**src/rtl/array_drain.sv**
```systemverilog
// array_drain: output drain stage for the Eyeriss array.
// Shifts HEIGHT partial-sum rows out of the array and requantizes each lane
// (round half up, arithmetic shift, saturate). Each row is written to a row
// FIFO that streams rows out on valid/ready. Before a drain starts, FIFO space
// for the whole drain is reserved, so no array data is lost.
// Optional feature: define OFM_RELU_EN to clamp negative outputs to zero.
module array_drain #(
  parameter int HEIGHT = 12,
  parameter int WIDTH  = 14,
  parameter int OWIDTH = 24,
  parameter int QWIDTH = 8,
  parameter int DEPTH  = 16
) (
  input  logic                     clk,
  input  logic                     rst_n,
  input  logic                     start,
  input  logic [4:0]               shift,
  output logic                     busy,
  output logic                     done,
  output logic [WIDTH-1:0]         en_o,
  output logic [WIDTH-1:0]         clr_o,
  input  logic signed [OWIDTH-1:0] ofm [WIDTH],
  output logic                     out_valid,
  input  logic                     out_ready,
  output logic signed [QWIDTH-1:0] out_data [WIDTH]
);

  localparam int CW  = $clog2(DEPTH + 1);
  localparam int PW  = (DEPTH > 1) ? $clog2(DEPTH) : 1;
  localparam int RCW = (HEIGHT > 1) ? $clog2(HEIGHT) : 1;
  localparam logic signed [OWIDTH:0] QMAX = (OWIDTH+1)'((2 ** (QWIDTH - 1)) - 1);
  localparam logic signed [OWIDTH:0] QMIN = ~QMAX;

  typedef enum logic [1:0] {IDLE, WAIT, DRAIN, FLUSH} state_t;

  state_t                    state;
  logic [RCW-1:0]            row_cnt;
  logic                      flush_cnt;
  logic [4:0]                shift_q;
  logic [CW-1:0]             count, count_next, reserved, free;
  logic [PW-1:0]             rd_ptr, wr_ptr, rd_next;
  logic                      room, enter_drain, push, pop;
  logic                      en_d1, last_d1, s1_valid;
  logic signed [OWIDTH-1:0]  s1_data [WIDTH];
  logic signed [QWIDTH-1:0]  q_row [WIDTH];
  logic signed [QWIDTH-1:0]  mem [DEPTH][WIDTH];

  function automatic logic [PW-1:0] ptr_inc(input logic [PW-1:0] p);
    return (p == PW'(DEPTH - 1)) ? '0 : p + PW'(1);
  endfunction

  // Round half up at OWIDTH+1 bits, arithmetic shift, then saturate.
  function automatic logic signed [QWIDTH-1:0] requant(input logic signed [OWIDTH-1:0] x,
                                                       input logic [4:0] sh);
    logic signed [OWIDTH:0]   wide, rnd, r;
    logic signed [QWIDTH-1:0] res;
    wide = {x[OWIDTH-1], x};
    rnd  = '0;
    if (sh != '0) rnd[sh - 5'd1] = 1'b1;
    r = (wide + rnd) >>> sh;
    if (r > QMAX)      res = QMAX[QWIDTH-1:0];
    else if (r < QMIN) res = QMIN[QWIDTH-1:0];
    else               res = r[QWIDTH-1:0];
`ifdef OFM_RELU_EN
    if (res[QWIDTH-1]) res = '0;
`else
`endif
    return res;
  endfunction

  // Free space excludes rows already promised to an in-progress drain.
  always_comb begin
    free        = CW'(DEPTH) - count - reserved;
    room        = (free >= CW'(HEIGHT));
    enter_drain = ((state == IDLE) && start && room) || ((state == WAIT) && room);
    push        = s1_valid;
    pop         = out_valid && out_ready;
    rd_next     = ptr_inc(rd_ptr);
    count_next  = count;
    if (push && !pop)      count_next = count + CW'(1);
    else if (!push && pop) count_next = count - CW'(1);
  end

  // Lane-wise requantization of the stage-1 row.
  always_comb begin
    for (int unsigned i = 0; i < WIDTH; i++) q_row[i] = requant(s1_data[i], shift_q);
  end

  // Control FSM with registered busy/en_o/clr_o.
  always_ff @(posedge clk or negedge rst_n) begin
    if (!rst_n) begin
      state     <= IDLE;
      row_cnt   <= '0;
      flush_cnt <= 1'b0;
      shift_q   <= '0;
      busy      <= 1'b0;
      en_o      <= '0;
      clr_o     <= '0;
    end else begin
      case (state)
        IDLE: if (start) begin
          shift_q <= shift;
          busy    <= 1'b1;
          row_cnt <= '0;
          if (room) begin
            state <= DRAIN;
            en_o  <= '1;
            clr_o <= '1;
          end else begin
            state <= WAIT;
          end
        end
        WAIT: if (room) begin
          state <= DRAIN;
          en_o  <= '1;
          clr_o <= '1;
        end
        DRAIN: begin
          if (row_cnt == RCW'(HEIGHT - 1)) begin
            state     <= FLUSH;
            en_o      <= '0;
            clr_o     <= '0;
            row_cnt   <= '0;
            flush_cnt <= 1'b0;
          end else begin
            row_cnt <= row_cnt + RCW'(1);
          end
        end
        FLUSH: begin
          if (flush_cnt) begin
            state     <= IDLE;
            busy      <= 1'b0;
            flush_cnt <= 1'b0;
          end else begin
            flush_cnt <= 1'b1;
          end
        end
        default: state <= IDLE;
      endcase
    end
  end

  // Capture pipeline: array output lands one cycle after each DRAIN cycle.
  always_ff @(posedge clk or negedge rst_n) begin
    if (!rst_n) begin
      en_d1    <= 1'b0;
      last_d1  <= 1'b0;
      s1_valid <= 1'b0;
      done     <= 1'b0;
      s1_data  <= '{default: '0};
    end else begin
      en_d1    <= (state == DRAIN);
      last_d1  <= (state == DRAIN) && (row_cnt == RCW'(HEIGHT - 1));
      s1_valid <= en_d1;
      done     <= last_d1;
      s1_data  <= ofm;
    end
  end

  // FIFO storage; no reset needed, validity is tracked by count.
  always_ff @(posedge clk) begin
    if (push) mem[wr_ptr] <= q_row;
  end

  // FIFO pointers, occupancy, reservation and registered head row.
  // The head register is refilled from the next slot on a pop, or takes the
  // incoming row directly when that row becomes the new head.
  always_ff @(posedge clk or negedge rst_n) begin
    if (!rst_n) begin
      count     <= '0;
      reserved  <= '0;
      rd_ptr    <= '0;
      wr_ptr    <= '0;
      out_valid <= 1'b0;
      out_data  <= '{default: '0};
    end else begin
      count     <= count_next;
      out_valid <= (count_next != '0);
      reserved  <= reserved + (enter_drain ? CW'(HEIGHT) : '0) - (push ? CW'(1) : '0);
      if (push) wr_ptr <= ptr_inc(wr_ptr);
      if (pop)  rd_ptr <= rd_next;
      if (pop && (count > CW'(1)))
        out_data <= mem[rd_next];
      else if (push && ((count == '0) || (pop && (count == CW'(1)))))
        out_data <= q_row;
    end
  end

endmodule

```
**config.mk**
```make
export PLATFORM = sky130hd
export DESIGN_NAME = array_drain
export DESIGN_NICKNAME = d
export VERILOG_FILES = /design/src/rtl/array_drain.sv
export SDC_FILE = /design/constraint.sdc
export NUM_CORES = 2
export LEC_CHECK = 0
export CAP_MARGIN = 40
export CORE_MARGIN = 2
export CORE_UTILIZATION = 40
export CTS_CLUSTER_SIZE = 12
export DETAILED_ROUTE_END_ITERATION = 6
export PLACE_DENSITY = 0.59
export RECOVER_POWER = 50
export SLEW_MARGIN = 20
export SYNTH_ARGS = -nofsm -noshare
export SYNTH_HDL_FRONTEND = slang
export SYNTH_SLANG_ARGS = --single-unit
export TNS_END_PERCENT = 1
```
**constraint.sdc**
```tcl
create_clock -name clk -period 16.85 [get_ports clk]
set_input_delay 1.685 -clock clk [delete_from_list [all_inputs] [get_ports clk]]
set_output_delay 1.685 -clock clk [all_outputs]
set_load 0.005 [all_outputs]
```
## Word level (Yosys, flattened, before mapping)

Memories as Yosys holds them, arrays and structs flattened.
Index checks and enable logic that the tools add are counted.

| storage, ports and cells | value |
|---|---|
| RAM bits | 1792 |
| input bits | 345 |
| flip-flop bits (word level) | 512 |
| memories | 1 |

| cells by class | value |
|---|---|
| $lt $le $gt $ge | 32 |
| equal/unequal tests | 11 |
| add/sub/neg operators | 24 |
| shift operators | 14 |
| reduce and logical (&&, ||, !) cells | 30 |
| mux-type cells | 63 |

Memories:

| name | depth | width | read ports | clocked after memory_dff | wr ports | line | source |
|---|---|---|---|---|---|---|---|
| mem | 16 | 112 | 1 | 0 | 1 | 46 | `logic signed [QWIDTH-1:0] mem [DEPTH][WIDTH];` |

Operator list:

| operator | count |
|---|---|
| 24-bit by 25-bit adder with 25-bit output | 14 |
| 25-bit by 8-bit > comparator with 1-bit output, second input constant | 14 |
| 25-bit by 8-bit < comparator with 1-bit output, second input constant | 14 |
| 25-bit by 5-bit >>> shifter with 25-bit output | 14 |
| 112-bit 2-to-1 mux | 2 |
| 8-bit 2-to-1 mux | 28 |
| 14-bit case mux with 3 select lines | 2 |
| 14-bit 2-to-1 mux | 5 |
| 25-bit 2-to-1 mux | 1 |
| 4-bit 2-to-1 mux | 5 |
| 4-bit by 1-bit adder with 4-bit output, second input constant | 3 |
| 4-bit equality test, second input constant | 3 |
| 1-bit logical AND | 11 |
| 2-bit 2-to-1 mux | 5 |
| 5-bit 2-to-1 mux | 2 |
| 5-bit nonzero test | 2 |
| 5-bit by 1-bit subtractor with 5-bit output, second input constant | 2 |
| 1-bit 2-to-1 mux | 8 |
| 2-bit != test, second input constant | 4 |
| 2-bit case mux with 4 select lines | 1 |
| 4-bit case mux with 2 select lines | 1 |
| 2-bit nonzero test | 4 |
| 5-bit by 6-bit < comparator with 1-bit output, second input constant | 1 |
| 2-bit AND reduction | 3 |
| other kinds (20) | 25 |

## Depth between registers and ports, before layout

| logic depth | value |
|---|---|
| depth after elaboration | 13 |
| gate-level depth with buffers | 36 |
| depth with buffers taken out | 21 |

## Least setup slack after synthesis

No wires, ideal clock.

| timing | value |
|---|---|
| path type | reg2reg |
| start point | register shift_q[0] |
| end point | memory mem[0][64] (netlist name) (data pin) |
| stages on the path, launching flop included | 31 |
| path slack | 8.264 ns |
| arrival | 8.275 ns |
| library setup time | 0.310 ns |
| data required time | 16.540 ns |
| cell sequence | dfrtp_1 > buf_4 > buf_6 > inv_2 > clkbuf_1 > clkbuf_1 > clkbuf_1 > clkbuf_1 > buf_2 > buf_2 > clkbuf_1 > clkbuf_1 > buf_1 > buf_1 > nand2_1 > nor2_1 > ha_1 > clkbuf_1 > and2_1 > a31oi_1 > nand3_1 > a311o_1 > a221oi_1 > nand2_1 > mux2_2 > o221a_2 > a2111oi_0 > nand4_1 > o41ai_2 > a21oi_2 > a31oi_1 |

RTL lines:

| item | line | source |
|---|---|---|
| from (decl) | 39 | `logic [4:0] shift_q;` |
| from (signal assigned) | 102 | `shift_q <= shift;` |
| to (decl) | 46 |  |

==> flow_summary.ini <==
[yosys]
ys_seq_elements = 2277
yosysTopAreaCellShare_pct = 40.0
netlist_area_sq_mm = 0.134
syn_inst = 11800
synth.most_common_cell = edfxtp_1
synthFlopType = edfxtp_1
async_reset_ff_share_pct = 21.3
synth_cell_types = 139
syn_area_per_cell_sq_um = 11.4
ys_top_cells_by_area = edfxtp_1 (40%), mux4_2 (9.4%), dfrtp_1 (9.0%)
ys_warn_count = 0
syn_nets = 12400
seq_area_frac_synth_pct = 49.1
synth_edf_count = 1792
synth_common_cells = edfxtp_1 (1792), nand2_1 (1054), nor2_1 (759)
synth_top_cell_by_area = edfxtp_1

[clock_network]
path_clk_slew_ns = 0.06
clk_path_buf_depth = 4
htree_levels = 4
worstSkewPairLatency_ns = 0.99
ctsRootBufferMaster = clkbuf_16
post_cts_resized = 0
cts_hold_buf = 0
cts_tree = yes
cts_setup_buffers = 0
cts_inserted_buffers = 238
clock-sinks = 2277

[drt]
drtIter0Drc = 17900
vias = 117000
dr.pass1.iters = 7
wire_per_inst_microns = 41.6
routed_wl_mm = 696
via_per_inst = 6.99
drc = 15
antenna_left = 0

[critical_path]
slowest_stage = clkbuf_1
crit_path_frequent_cell = clkbuf_1
crit_chain = clkbuf_1 -> clkbuf_1 -> clkbuf_1 -> buf_12 -> clkbuf_1 -> clkbuf_1
worst_setup_path_end_kind = asynchronous set/reset pin
crit_path_start_kind = input pin
cp.required_ns = 17.16
critical_path_class = in2async
slowest_delay_ns = 3.54
arrival_ns = 11.57
path_max_fanout = 156

[sta]
period_minus_slack_ns = 11.26
tns_ns = 0
tightest_slew_ns = 7.29
rsz0062_at_grt = false
setup_viol = 0
slew_viol_final = 1856
finClkSkew_ns = 0.112
min_period_over_period_pct = 66.8
hold_slack_ns = 0.346
relSlewSlack_pct = -386
hold_viol = 0
fmax_mhz = 88.8

[grt]
grt_pass1_wl_mm = 936
grt_overflow = 0
antenna_found_initial = 102
grt_pass1_vias = 109000
grt_use_total_pct = 39.8
grt_max_degree = 157

[power_and_ir_drop]
ir_drop_uv = 252
pwr_density_cell_mw_per_mm2 = 213
leakage_uw = 0.0538

[job]
drv_cap = 56

[worst_hold_path]
min_path_type = reg2reg

[place]
dpl.hpwl_mm = 498
port_buffers = 487
dpl_cell_area_sq_mm = 0.146
gp_congestion = 1.10

[finish]
drive_above_1_share_pct = 14.3
layout.nets = 12700
syn2layout_area_growth_pct = 14.1
fin_area_sq_mm = 0.153

[floorplan]
die-height_microns = 584
die_x_microns = 584
core_sq_mm = 0.334
rows = 212
initial_core_util_pct = 40.3
fp.dieArea_sq_mm = 0.341
pin_count = 488

[run_status]
outcome = complete, but fails checks
violations = DRC, capacitance limit, slew limit
-- power breakdown --
group	switching (uW)	leakage (uW)	internal, uW
Sequential	508	0.0217	7420
Clock	2210	0.00358	2840
Combinational	13400	0.0286	6260
-- placed cells by master, fill, tap and decap left out, types with 106 or more instances in the layout --
cell type	n
a211oi_1	209
a21o_1	184
a21oi_1	623
a31oi_1	165
and3_1	134
buf_4	340
clkbuf_1	163
clkbuf_16	242
clkdlybuf4s50_1	136
dfrtp_1	480
dlygate4sd3_1	350
edfxtp_1	1792
ha_1	243
inv_1	182
mux2i_1	222
mux4_2	560
nand2_1	1035
nand3_1	380
nor2_1	722
nor3_1	223
o211ai_1	174
o21ai_0	537
o22ai_1	117
xnor2_1	316
xor2_1	106
-- final timing paths --
check	startpoint	end	slack, ns	depth (start not counted)
worst max-delay path	rst_n	s1_data[87]$_DFF_PN0_	5.59	6
worst min-delay path	last_d1$_DFF_PN0_	done$_DFF_PN0_	0.35	0
worst max register to register	shift_q[3]$_DFFE_PN0P_	mem[15][41]$_DFFE_PP_	5.65	20
worst min register to register	last_d1$_DFF_PN0_	done$_DFF_PN0_	0.35	0
max in group clk	shift_q[3]$_DFFE_PN0P_	mem[15][41]$_DFFE_PP_	5.65	20
min in group asynchronous	rst_n	s1_data[47]$_DFF_PN0_	2.63	1
-- sequential cells by signal (all words and copies together), names as in the netlist --
signal,flops
mem,1792
rd_ptr,4
wr_ptr,4
reserved,5
en_d1,1
last_d1,1
state,2
row_cnt,4
shift_q,5
busy,1
out_valid,1
s1_data,336
flush_cnt,1
push,1
out_data,112
count,5
en_o,1
done,1
-- per-layer routing --
layer	vias to the layer above	part of all wire, %	track usage [%]
met2	8516	42	57.3
met4	42	8.6	28.3
met1	59100	38	50.9
met5	-	0.043	0
li1	47100	-	-
met3	2037	12	12.1
-- worst max-delay path, delay by kind of cell --
family	cells	cell delay, ns
buffers and inverters	6	9.48
-- metrics by stage --
step                      instances  setup slack, ns  power, uW  utilization, %
after CTS                     16600             7.30      31700            45.9
final                         16700             5.59      32600            45.9
after global placement        16100             6.26      26400            43.2
after detailed placement      16200             7.31      26700            43.7
after global routing          16700             3.65      33300            45.9
after floorplan               11800             8.26      18500               -
-- area by class of cell --
cell class	count	area, sq um
inverters	195	757
multi-input cells	8364	64400
fillers	30300	181000
well taps	4387	5490
flip-flops and latches	2277	66000
clock buffers	375	6850
repair buffers	999	9250
clock inverters	61	541
diodes	56	140
-- kinds of logic (layout without fill, tap and decap cells) --
| kind of cell | after synthesis | count (layout) | synth area share, % |
|---|---|---|---|
| AO/OA/AOI/OAI | 3443 | 3443 | 18.2 |
| AND/OR/NAND/NOR | 3339 | 3339 | 12.1 |
| flip-flops | 2277 | 2277 | 49.1 |
| buffers and inverters | 1125 | 1630 | 3.50 |
| multiplexers | 847 | 847 | 11.6 |
| XOR/XNOR | 434 | 434 | 2.88 |
| adder cells (fa/ha/maj) | 301 | 301 | 2.71 |
| other | 0 | 56 | 0 |
Note: power is estimated with default switching activity, not from simulation.
